--- src/rtl/fpadd_pkg.sv ---
// Shared types and defaults for the two-port FP32 adder arbiter.
package fpadd_pkg;

    localparam int FP32_W    = 32;
    localparam int NPORTS    = 2;
    localparam int LAT_DEF   = 3;
    localparam int DEPTH_DEF = 4;

    // Travels alongside each issued operation so its sum can be routed home.
    typedef struct packed {
        logic valid;
        logic port;
    } tag_t;

endpackage

--- src/rtl/fpadd_result_fifo.sv ---
// Show-ahead result FIFO; pop_data reads as zero while the FIFO is empty.
module fpadd_result_fifo
    import fpadd_pkg::*;
#(
    parameter int DEPTH = DEPTH_DEF
) (
    input  logic              clk,
    input  logic              reset,
    input  logic              push,
    input  logic [FP32_W-1:0] push_data,
    input  logic              pop,
    output logic [FP32_W-1:0] pop_data,
    output logic              full,
    output logic              empty
);

    localparam int AW = (DEPTH > 1) ? $clog2(DEPTH) : 1;
    localparam int CW = $clog2(DEPTH + 1);

    logic [FP32_W-1:0] mem [DEPTH];
    logic [AW-1:0]     wr_ptr;
    logic [AW-1:0]     rd_ptr;
    logic [CW-1:0]     count;
    logic              do_push;
    logic              do_pop;

    function automatic logic [AW-1:0] bump(input logic [AW-1:0] p);
        return (p == AW'(DEPTH - 1)) ? '0 : p + AW'(1);
    endfunction

    assign empty    = (count == '0);
    assign full     = (count == CW'(DEPTH));
    assign do_pop   = pop & ~empty;
    // A push into a full FIFO is fine when the head leaves on the same edge.
    assign do_push  = push & (~full | do_pop);
    assign pop_data = empty ? '0 : mem[rd_ptr];

    always_ff @(posedge clk) begin
        if (do_push) begin
            mem[wr_ptr] <= push_data;
        end
    end

    always_ff @(posedge clk or negedge reset) begin
        if (!reset) begin
            wr_ptr <= '0;
            rd_ptr <= '0;
            count  <= '0;
        end else begin
            if (do_push) begin
                wr_ptr <= bump(wr_ptr);
            end
            if (do_pop) begin
                rd_ptr <= bump(rd_ptr);
            end
            case ({do_push, do_pop})
                2'b10:   count <= count + CW'(1);
                2'b01:   count <= count - CW'(1);
                default: count <= count;
            endcase
        end
    end

endmodule

--- src/rtl/fpadd_arbiter.sv ---
// Round-robin sharing of one fixed-latency pipelined FP32 adder between two
// requesters, with credit-limited per-port result FIFOs so the adder never stalls.
module fpadd_arbiter
    import fpadd_pkg::*;
#(
    parameter int LAT   = LAT_DEF,
    parameter int DEPTH = DEPTH_DEF
) (
    input  logic              clk,
    input  logic              reset,
    input  logic              req_valid_0,
    output logic              req_ready_0,
    input  logic [FP32_W-1:0] req_a_0,
    input  logic [FP32_W-1:0] req_b_0,
    input  logic              req_valid_1,
    output logic              req_ready_1,
    input  logic [FP32_W-1:0] req_a_1,
    input  logic [FP32_W-1:0] req_b_1,
    output logic              res_valid_0,
    input  logic              res_ready_0,
    output logic [FP32_W-1:0] res_data_0,
    output logic              res_valid_1,
    input  logic              res_ready_1,
    output logic [FP32_W-1:0] res_data_1,
    output logic [FP32_W-1:0] add_a,
    output logic [FP32_W-1:0] add_b,
    input  logic [FP32_W-1:0] add_out,
    output logic              idle
);

    localparam int CW = $clog2(DEPTH + 1);

    // Handshakes: a transfer happens on a rising edge where valid and ready are
    // both high. Ready may look at both valids; valid must never look at ready.

    logic [CW-1:0] out_0;
    logic [CW-1:0] out_1;
    logic          ok_0, ok_1;
    logic          cand_0, cand_1;
    logic          grant_0, grant_1;
    logic          accept;
    logic          gport;
    logic          rr;
    logic          pop_0, pop_1;
    logic          push_0, push_1;
    logic          empty_0, empty_1;
    logic          full_0, full_1;
    tag_t          issue_tag;
    tag_t          tag_pipe [LAT];

    assign ok_0   = (out_0 < CW'(DEPTH));
    assign ok_1   = (out_1 < CW'(DEPTH));
    assign cand_0 = req_valid_0 & ok_0;
    assign cand_1 = req_valid_1 & ok_1;

    // rr remembers the last tie winner; the other port wins the next tie.
    always_comb begin
        grant_0 = 1'b0;
        grant_1 = 1'b0;
        if (cand_0 && cand_1) begin
            grant_0 = rr;
            grant_1 = ~rr;
        end else begin
            grant_0 = cand_0;
            grant_1 = cand_1;
        end
    end

    assign accept      = grant_0 | grant_1;
    assign gport       = grant_1;
    assign req_ready_0 = grant_0 & reset;
    assign req_ready_1 = grant_1 & reset;

    assign pop_0 = res_valid_0 & res_ready_0;
    assign pop_1 = res_valid_1 & res_ready_1;

    always_ff @(posedge clk or negedge reset) begin
        if (!reset) begin
            rr    <= 1'b1;
            out_0 <= '0;
            out_1 <= '0;
        end else begin
            if (cand_0 && cand_1) begin
                rr <= gport;
            end
            case ({grant_0, pop_0})
                2'b10:   out_0 <= out_0 + CW'(1);
                2'b01:   out_0 <= out_0 - CW'(1);
                default: out_0 <= out_0;
            endcase
            case ({grant_1, pop_1})
                2'b10:   out_1 <= out_1 + CW'(1);
                2'b01:   out_1 <= out_1 - CW'(1);
                default: out_1 <= out_1;
            endcase
        end
    end

    // issue_tag is registered with add_a/add_b; the LAT stages behind it line
    // up with the cycle in which add_out holds that operation's sum.
    always_ff @(posedge clk or negedge reset) begin
        if (!reset) begin
            add_a     <= '0;
            add_b     <= '0;
            issue_tag <= '0;
            for (int i = 0; i < LAT; i++) begin
                tag_pipe[i] <= '0;
            end
        end else begin
            issue_tag <= '{valid: accept, port: gport};
            if (accept) begin
                add_a <= gport ? req_a_1 : req_a_0;
                add_b <= gport ? req_b_1 : req_b_0;
            end
            tag_pipe[0] <= issue_tag;
            for (int i = 1; i < LAT; i++) begin
                tag_pipe[i] <= tag_pipe[i-1];
            end
        end
    end

    assign push_0 = tag_pipe[LAT-1].valid & ~tag_pipe[LAT-1].port;
    assign push_1 = tag_pipe[LAT-1].valid &  tag_pipe[LAT-1].port;

    fpadd_result_fifo #(.DEPTH(DEPTH)) u_fifo_0 (
        .clk       (clk),
        .reset     (reset),
        .push      (push_0),
        .push_data (add_out),
        .pop       (res_ready_0),
        .pop_data  (res_data_0),
        .full      (full_0),
        .empty     (empty_0)
    );

    fpadd_result_fifo #(.DEPTH(DEPTH)) u_fifo_1 (
        .clk       (clk),
        .reset     (reset),
        .push      (push_1),
        .push_data (add_out),
        .pop       (res_ready_1),
        .pop_data  (res_data_1),
        .full      (full_1),
        .empty     (empty_1)
    );

    assign res_valid_0 = ~empty_0;
    assign res_valid_1 = ~empty_1;
    assign idle        = (out_0 == '0) & (out_1 == '0);

    // Credits make a write into a full FIFO without a pop impossible.
    no_overflow_0: assert property (@(posedge clk) disable iff (!reset)
        !(push_0 && full_0 && !pop_0));
    no_overflow_1: assert property (@(posedge clk) disable iff (!reset)
        !(push_1 && full_1 && !pop_1));

endmodule
--- config.mk ---
export PLATFORM = sky130hd
export DESIGN_NAME = fpadd_arbiter
export DESIGN_NICKNAME = d
export VERILOG_FILES = /design/src/rtl/fpadd_pkg.sv /design/src/rtl/fpadd_result_fifo.sv /design/src/rtl/fpadd_arbiter.sv
export SDC_FILE = /design/constraint.sdc
export NUM_CORES = 1
export LEC_CHECK = 0
export ABC_AREA = 1
export CORE_MARGIN = 10
export CORE_UTILIZATION = 47
export CTS_CLUSTER_DIAMETER = 40
export DETAILED_ROUTE_END_ITERATION = 12
export GPL_ROUTABILITY_DRIVEN = 0
export HOLD_SLACK_MARGIN = 0.1
export PLACE_DENSITY = 0.87
export SYNTH_ARGS = -nofsm -noshare
export SYNTH_HDL_FRONTEND = slang
export SYNTH_SLANG_ARGS = --single-unit
--- constraint.sdc ---
create_clock -name clk -period 2.5 [get_ports clk]
set_input_delay 0.5 -clock clk [delete_from_list [all_inputs] [get_ports clk]]
set_output_delay 0.5 -clock clk [all_outputs]
set_load 0.02 [all_outputs]
==> After elaboration in Yosys (flattened, before gate mapping) <==
Memories as Yosys holds them, arrays and structs flattened.
Index checks and enable logic that the tools add are counted.
{ "totals": {"ram_bits": 256, "elab_cells": 96, "output_inout_bits": 133, "n_memories": 2, "inputBits": 166, "register_bits": 93} }
{ "classes": {"n_addsub": 12, "mux": 18, "bitwise": 20, "eq_ne": 14, "magnitude_cmp": 2, "n_reduce_logical": 9} }
{ "memory_table": {"columns": ["name", "words", "word_bits", "rd", "rd_ports_with_merged_regs", "wr", "line_no", "text"], "rows": [
  ["u_fifo_0.mem", 4, 32, 1, 0, 1, "fpadd_result_fifo.sv:20", "logic [FP32_W-1:0] mem [DEPTH];"],
  ["u_fifo_1.mem", 4, 32, 1, 0, 1, "fpadd_result_fifo.sv:20", null]
]} }
{ "ops": {"columns": ["op", "count"], "rows": [
  ["$mux W32", 4],
  ["$pmux W3 S2", 4],
  ["$eq A2 B2 Y1 const B", 8],
  ["$add A3 B1 Y3 const B", 4],
  ["$logic_not A3 Y1", 4],
  ["$sub A3 B1 Y3 const B", 4],
  ["$and A1 B1 Y1", 11],
  ["$add A2 B1 Y2 const B", 4],
  ["$eq A2 B1 Y1 const B", 4],
  ["$mux W2", 4],
  ["$reduce_bool A2 Y1", 4],
  ["$eq A3 B3 Y1 const B", 2],
  ["$lt A3 B3 Y1 const B", 2],
  ["$mux W1", 6],
  ["$not A1 Y1", 6],
  ["$or A1 B1 Y1", 3],
  ["$logic_and A1 B1 Y1", 1]
]} }

==> Logic depth before layout (Yosys ltp) <==
{ "depth": {"ltp_word": 7, "mapped_depth": 12, "depth_no_buf": 11} }

==> Modules after synthesis <==
Synthesis repeated with hierarchy kept, for this count alone.
{ "hier_totals": {"hier_cells": 1300, "area_unflattened_um2": 14560.2} }
{ "by_module_without_submodules": {"columns": ["module", "instances", "seq_area_each_um2", "cells_per_inst", "area_each_um2"], "rows": [
  ["fpadd_result_fifo", 2, 4018.9, 436, 5427.7],
  ["fpadd_arbiter", 1, 1978.1, 428, 3704.8]
]} }

==> Worst setup path after synthesis <==
No wires, ideal clock.
{ "synth_timing": {"path_kind": "input -> register", "start": "input res_ready_0", "end": "memory u_fifo_0.mem[0][0], enable pin", "setup_time_ns": 0.421, "path_buffers": 0, "arrival_ns": 2.113, "required_ns": 2.079, "slack_ns": -0.034, "path_stages": 4, "cell_sequence": "nor2_1 nand2_1 nand2_1 nor2_1"} }
{ "synth_between": {"elab_chain_len": 5} }
{ "synth_lines": {"columns": ["item", "line_no", "text"], "rows": [
  ["from (decl)", "fpadd_arbiter.sv:20", "input logic res_ready_0,"],
  ["$and A1 B1 Y1", "fpadd_result_fifo.sv:33", "assign do_pop = pop & ~empty;"],
  ["$or A1 B1 Y1", "fpadd_result_fifo.sv:35", "assign do_push = push & (~full | do_pop);"],
  ["$and A1 B1 Y1", "fpadd_result_fifo.sv:35", null],
  ["$mux W1", "fpadd_result_fifo.sv:39", "if (do_push) begin"],
  ["$mux W1 (implied by the code)", "fpadd_result_fifo.sv:40", "mem[wr_ptr] <= push_data;"],
  ["to (decl)", "fpadd_result_fifo.sv:20", null]
]} }
No other way between the ends.

==> Worst setup path in the final report <==
{ "layout_timing": {"start": "register u_fifo_1.rd_ptr[0]", "end": "output res_data_1[3]"} }
{ "layout_between": {"elab_chain_len": 2} }
{ "layout_lines": {"columns": ["item", "line_no", "text"], "rows": [
  ["from (decl)", "fpadd_result_fifo.sv:22", "logic [AW-1:0] rd_ptr;"],
  ["from (signal assigned)", "fpadd_result_fifo.sv:54", "rd_ptr <= bump(rd_ptr);"],
  ["$mem_v2 Z4 W32", null, null],
  ["$mux W32", "fpadd_result_fifo.sv:36", "assign pop_data = empty ? '0 : mem[rd_ptr];"],
  ["to (decl)", "fpadd_arbiter.sv:24", "output logic [FP32_W-1:0] res_data_1,"]
]} }
No other way between the ends.

==> impl_metrics.toml <==
[cells_and_area]
fill_cells = 2464
drive_above_1_share = 0.115
multiInputGateArea_um2 = 4510
nNetsFinal = 2176
fin_util = 0.638
seq_area_um2 = 10000
syn2layout_area_growth_pct = 33.1
post-route-cell-area_um2 = 20900

[placement]
dp_hpwl_um = 31600
placed_area_um2 = 19500
portBuffers = 298

[setup_path]
crit_path_start_kind = "flip-flop"
crit_path_end_kind = "output pin"
crit_family = "buffers and inverters"
crit_buf_inv = 3
worstPathRequired_ps = 2000
critical_path.cell_chain = "clkinv_4 -> clkbuf_16 -> nand2_1 -> nand3_1 -> a21oi_2 -> buf_4"
cp_max_fo = 17
crit_arrival_ps = 1950
cp_slowest_cell = "dfrtp_2"
max_stage_delay_ps = 470
worstSetupPathType = "flip-flop to output pin"

[timing]
period_needed_ps = 2450
worstMarginPinSlew_ps = 759
skew_ps = 17.0
setup_violations = 0
maxSlewHeadroom = 0.494
slew_viol_final = 0
finalHoldViolCount = 0
fmax_ghz = 0.409
finalCritPeriodShare = 0.978

[synthesis]
yosysUniqueCellTypes = 26
synth_top_area_frac = 0.489
ys_seq_area_frac = 0.637
synth_edf_count = 256
synth_area_um2 = 15700
netlist_top_cells_area = "edfxtp_1, nand2_1, dfrtp_1"
syn_avg_cell_area_um2 = 9.34
ys_async_sr_fraction = 0.266
yosysTopAreaCell = "edfxtp_1"
post-synth-top-count-cell = "nand2_1"
ys_seq_elements = 349
syn_nets = 1866
synthFlopType = "edfxtp_1"
yosys_warnings = 0
synthCells = 1682
yosys-top-cells-count = "nand2_1, edfxtp_1, inv_1"

[power]
total_power_mw = 26.4
power_density_nw_per_um2 = 1260
peakVddDrop_mv = 0.649
leakage_nw = 9.72

[detailed_routing]
drt_first_pass_iters = 5
vias_per_cell = 5.20
wirelength_um = 47500
drt_iter0_markers = 936
postRouteAntennaNets = 0
post_drt_wl_per_cell_um = 19.2
vias = 12900
drc = 0

[cts]
post_cts.repair.setup_buffers = 0
cts_sinks = 349
insertion_delay_ps = 540
cts_tree = "built"
cts_inserted_buffers = 45
clk_pin_slew_worst_paths_ps = 60
htreeDepth = 2
cts_buffer_depth = 3
cts-root-buf = "clkbuf_16"

[grt]
antenna_found_initial = 3
grt_first_pass_wirelength_um = 71900
grt_max_degree = 67
grt_pass1_vias = 13500
grt.overflow.total = 0
grt_usage = 0.219

[floorplan]
start_util = 0.479
rows = 66
dieWidth_um = 203
ios = 299
die_y_um = 203
die_area_um2 = 41200
core_um2 = 32800

[run]
maxCapViolCount = 0

[outcome]
outcome = "finished, final reports clean"

[hold_path]
hold_path_class = "flip-flop to flip-flop"
-- per-stage QoR --
| step | setup TNS [ps] | hold slack (ps) | setup WS (ps) | std cells |
|---|---|---|---|---|
| floorplan | -8560 | 204 | -33.7 | 1682 |
| global placement | 0 | 332 | 72.2 | 2382 |
| global route | -55.8 | 364 | -17.4 | 2470 |
| finish | 0 | 347 | 53.8 | 2471 |
| CTS | -115 | 348 | -51.3 | 2465 |
| detailed placement | 0 | 335 | 23.3 | 2382 |
-- cells by family (layout without fill, tap and decap cells) --
| logic type | after synthesis | after routing | share of synthesized area |
|---|---|---|---|
| AOI/OAI and AO/OA | 74 | 74 | 0.0236 |
| xor gates and xnor gates | 8 | 8 | 0.00446 |
| adders and majority gates | 18 | 18 | 0.0162 |
| buffers and inverters | 331 | 675 | 0.0856 |
| DFF | 349 | 349 | 0.637 |
| other | 0 | 3 | 0 |
| and+or+nand+nor | 902 | 902 | 0.233 |
-- what timing repair did --
action                                 4_1_cts  5_1_grt
endpoints found under the hold margin        2        0
setup endpoints to repair                   66       60
hold buffers                                 1        0
gates cloned                                 1        3
pin swaps                                    0        4
resized for setup                          198       85
-- worst paths after layout --
check | from | endpoint | slack, ps | depth (start not counted)
max | u_fifo_1.rd_ptr[0] | res_data_1[3] | 50 | 6
min | issue_tag[1] | tag_pipe[5] | 350 | 0
max reg2reg | u_fifo_0.count[0] | u_fifo_0.count[2] | 400 | 11
min reg2reg | issue_tag[1] | tag_pipe[5] | 350 | 0
max in group asynchronous | reset | add_a[9] | 770 | 4
min in group asynchronous | reset | add_b[20] | 640 | 3
-- sequential cells by signal, indices dropped and copies added (netlist names) --
register and cells:
u_fifo_1.wr_ptr 2, rr 1, u_fifo_1.count 3, issue_tag 2, out_1 3, out_0 3, u_fifo_0.count 3, add_b 32
u_fifo_0.mem 128, u_fifo_1.rd_ptr 2, add_a 32, tag_pipe 6, u_fifo_1.mem 128, u_fifo_0.wr_ptr 2, u_fifo_0.rd_ptr 2
-- placed cells by master, fill, tap and decap left out, types with 5 or more instances in the layout --
cell	count
buf_4	31
nand2_1	679
buf_2	37
buf_12	19
a21oi_2	19
clkinv_4	5
clkinv_2	7
ha_1	14
dfrtp_1	90
o21ai_0	9
edfxtp_1	256
clkinv_1	6
nor2_4	9
inv_1	238
clkbuf_16	49
clkbuf_2	15
nor2_1	7
clkdlybuf4s50_1	230
a21oi_1	44
buf_6	6
inv_6	8
nand3_1	197
-- layout make-up --
type	count	share of cell area
multi-input combinational	1002	0.216
sequential	349	0.479
timing repair buffer	350	0.164
clock buffer	49	0.0556
antenna	3	0.000359
clock inverter	32	0.0147
tap	442	0.0264
inverter	244	0.0443
-- worst reg2reg max path, stage by stage, from the launching register on --
cell and delay (ps):
dfrtp_1 390, nor2_1 70, nand2_1 160, nand2_1 150, inv_1 160, ha_1 190
inv_1 70, fa_1 460, inv_1 90, nand2_1 70, nand3_1 80, xor2_1 140
-- power by group --
| group | switching (mW) | internal [mW] |
|---|---|---|
| clock | 2.51 | 3.74 |
| sequential | 0.612 | 7.58 |
| combinational | 7.67 | 4.31 |
-- routing by layer --
layer | wire length (um) | GRT usage | up-vias
met2 | 24300 | 0.386 | 667
met3 | 5090 | 0.0731 | 97
met4 | 1690 | 0.0978 | 0
met5 | 0 | 0 | -
met1 | 16400 | 0.234 | 6145
li1 | - | - | 5941
No activity file was read; power rests on OpenSTA's default activity.
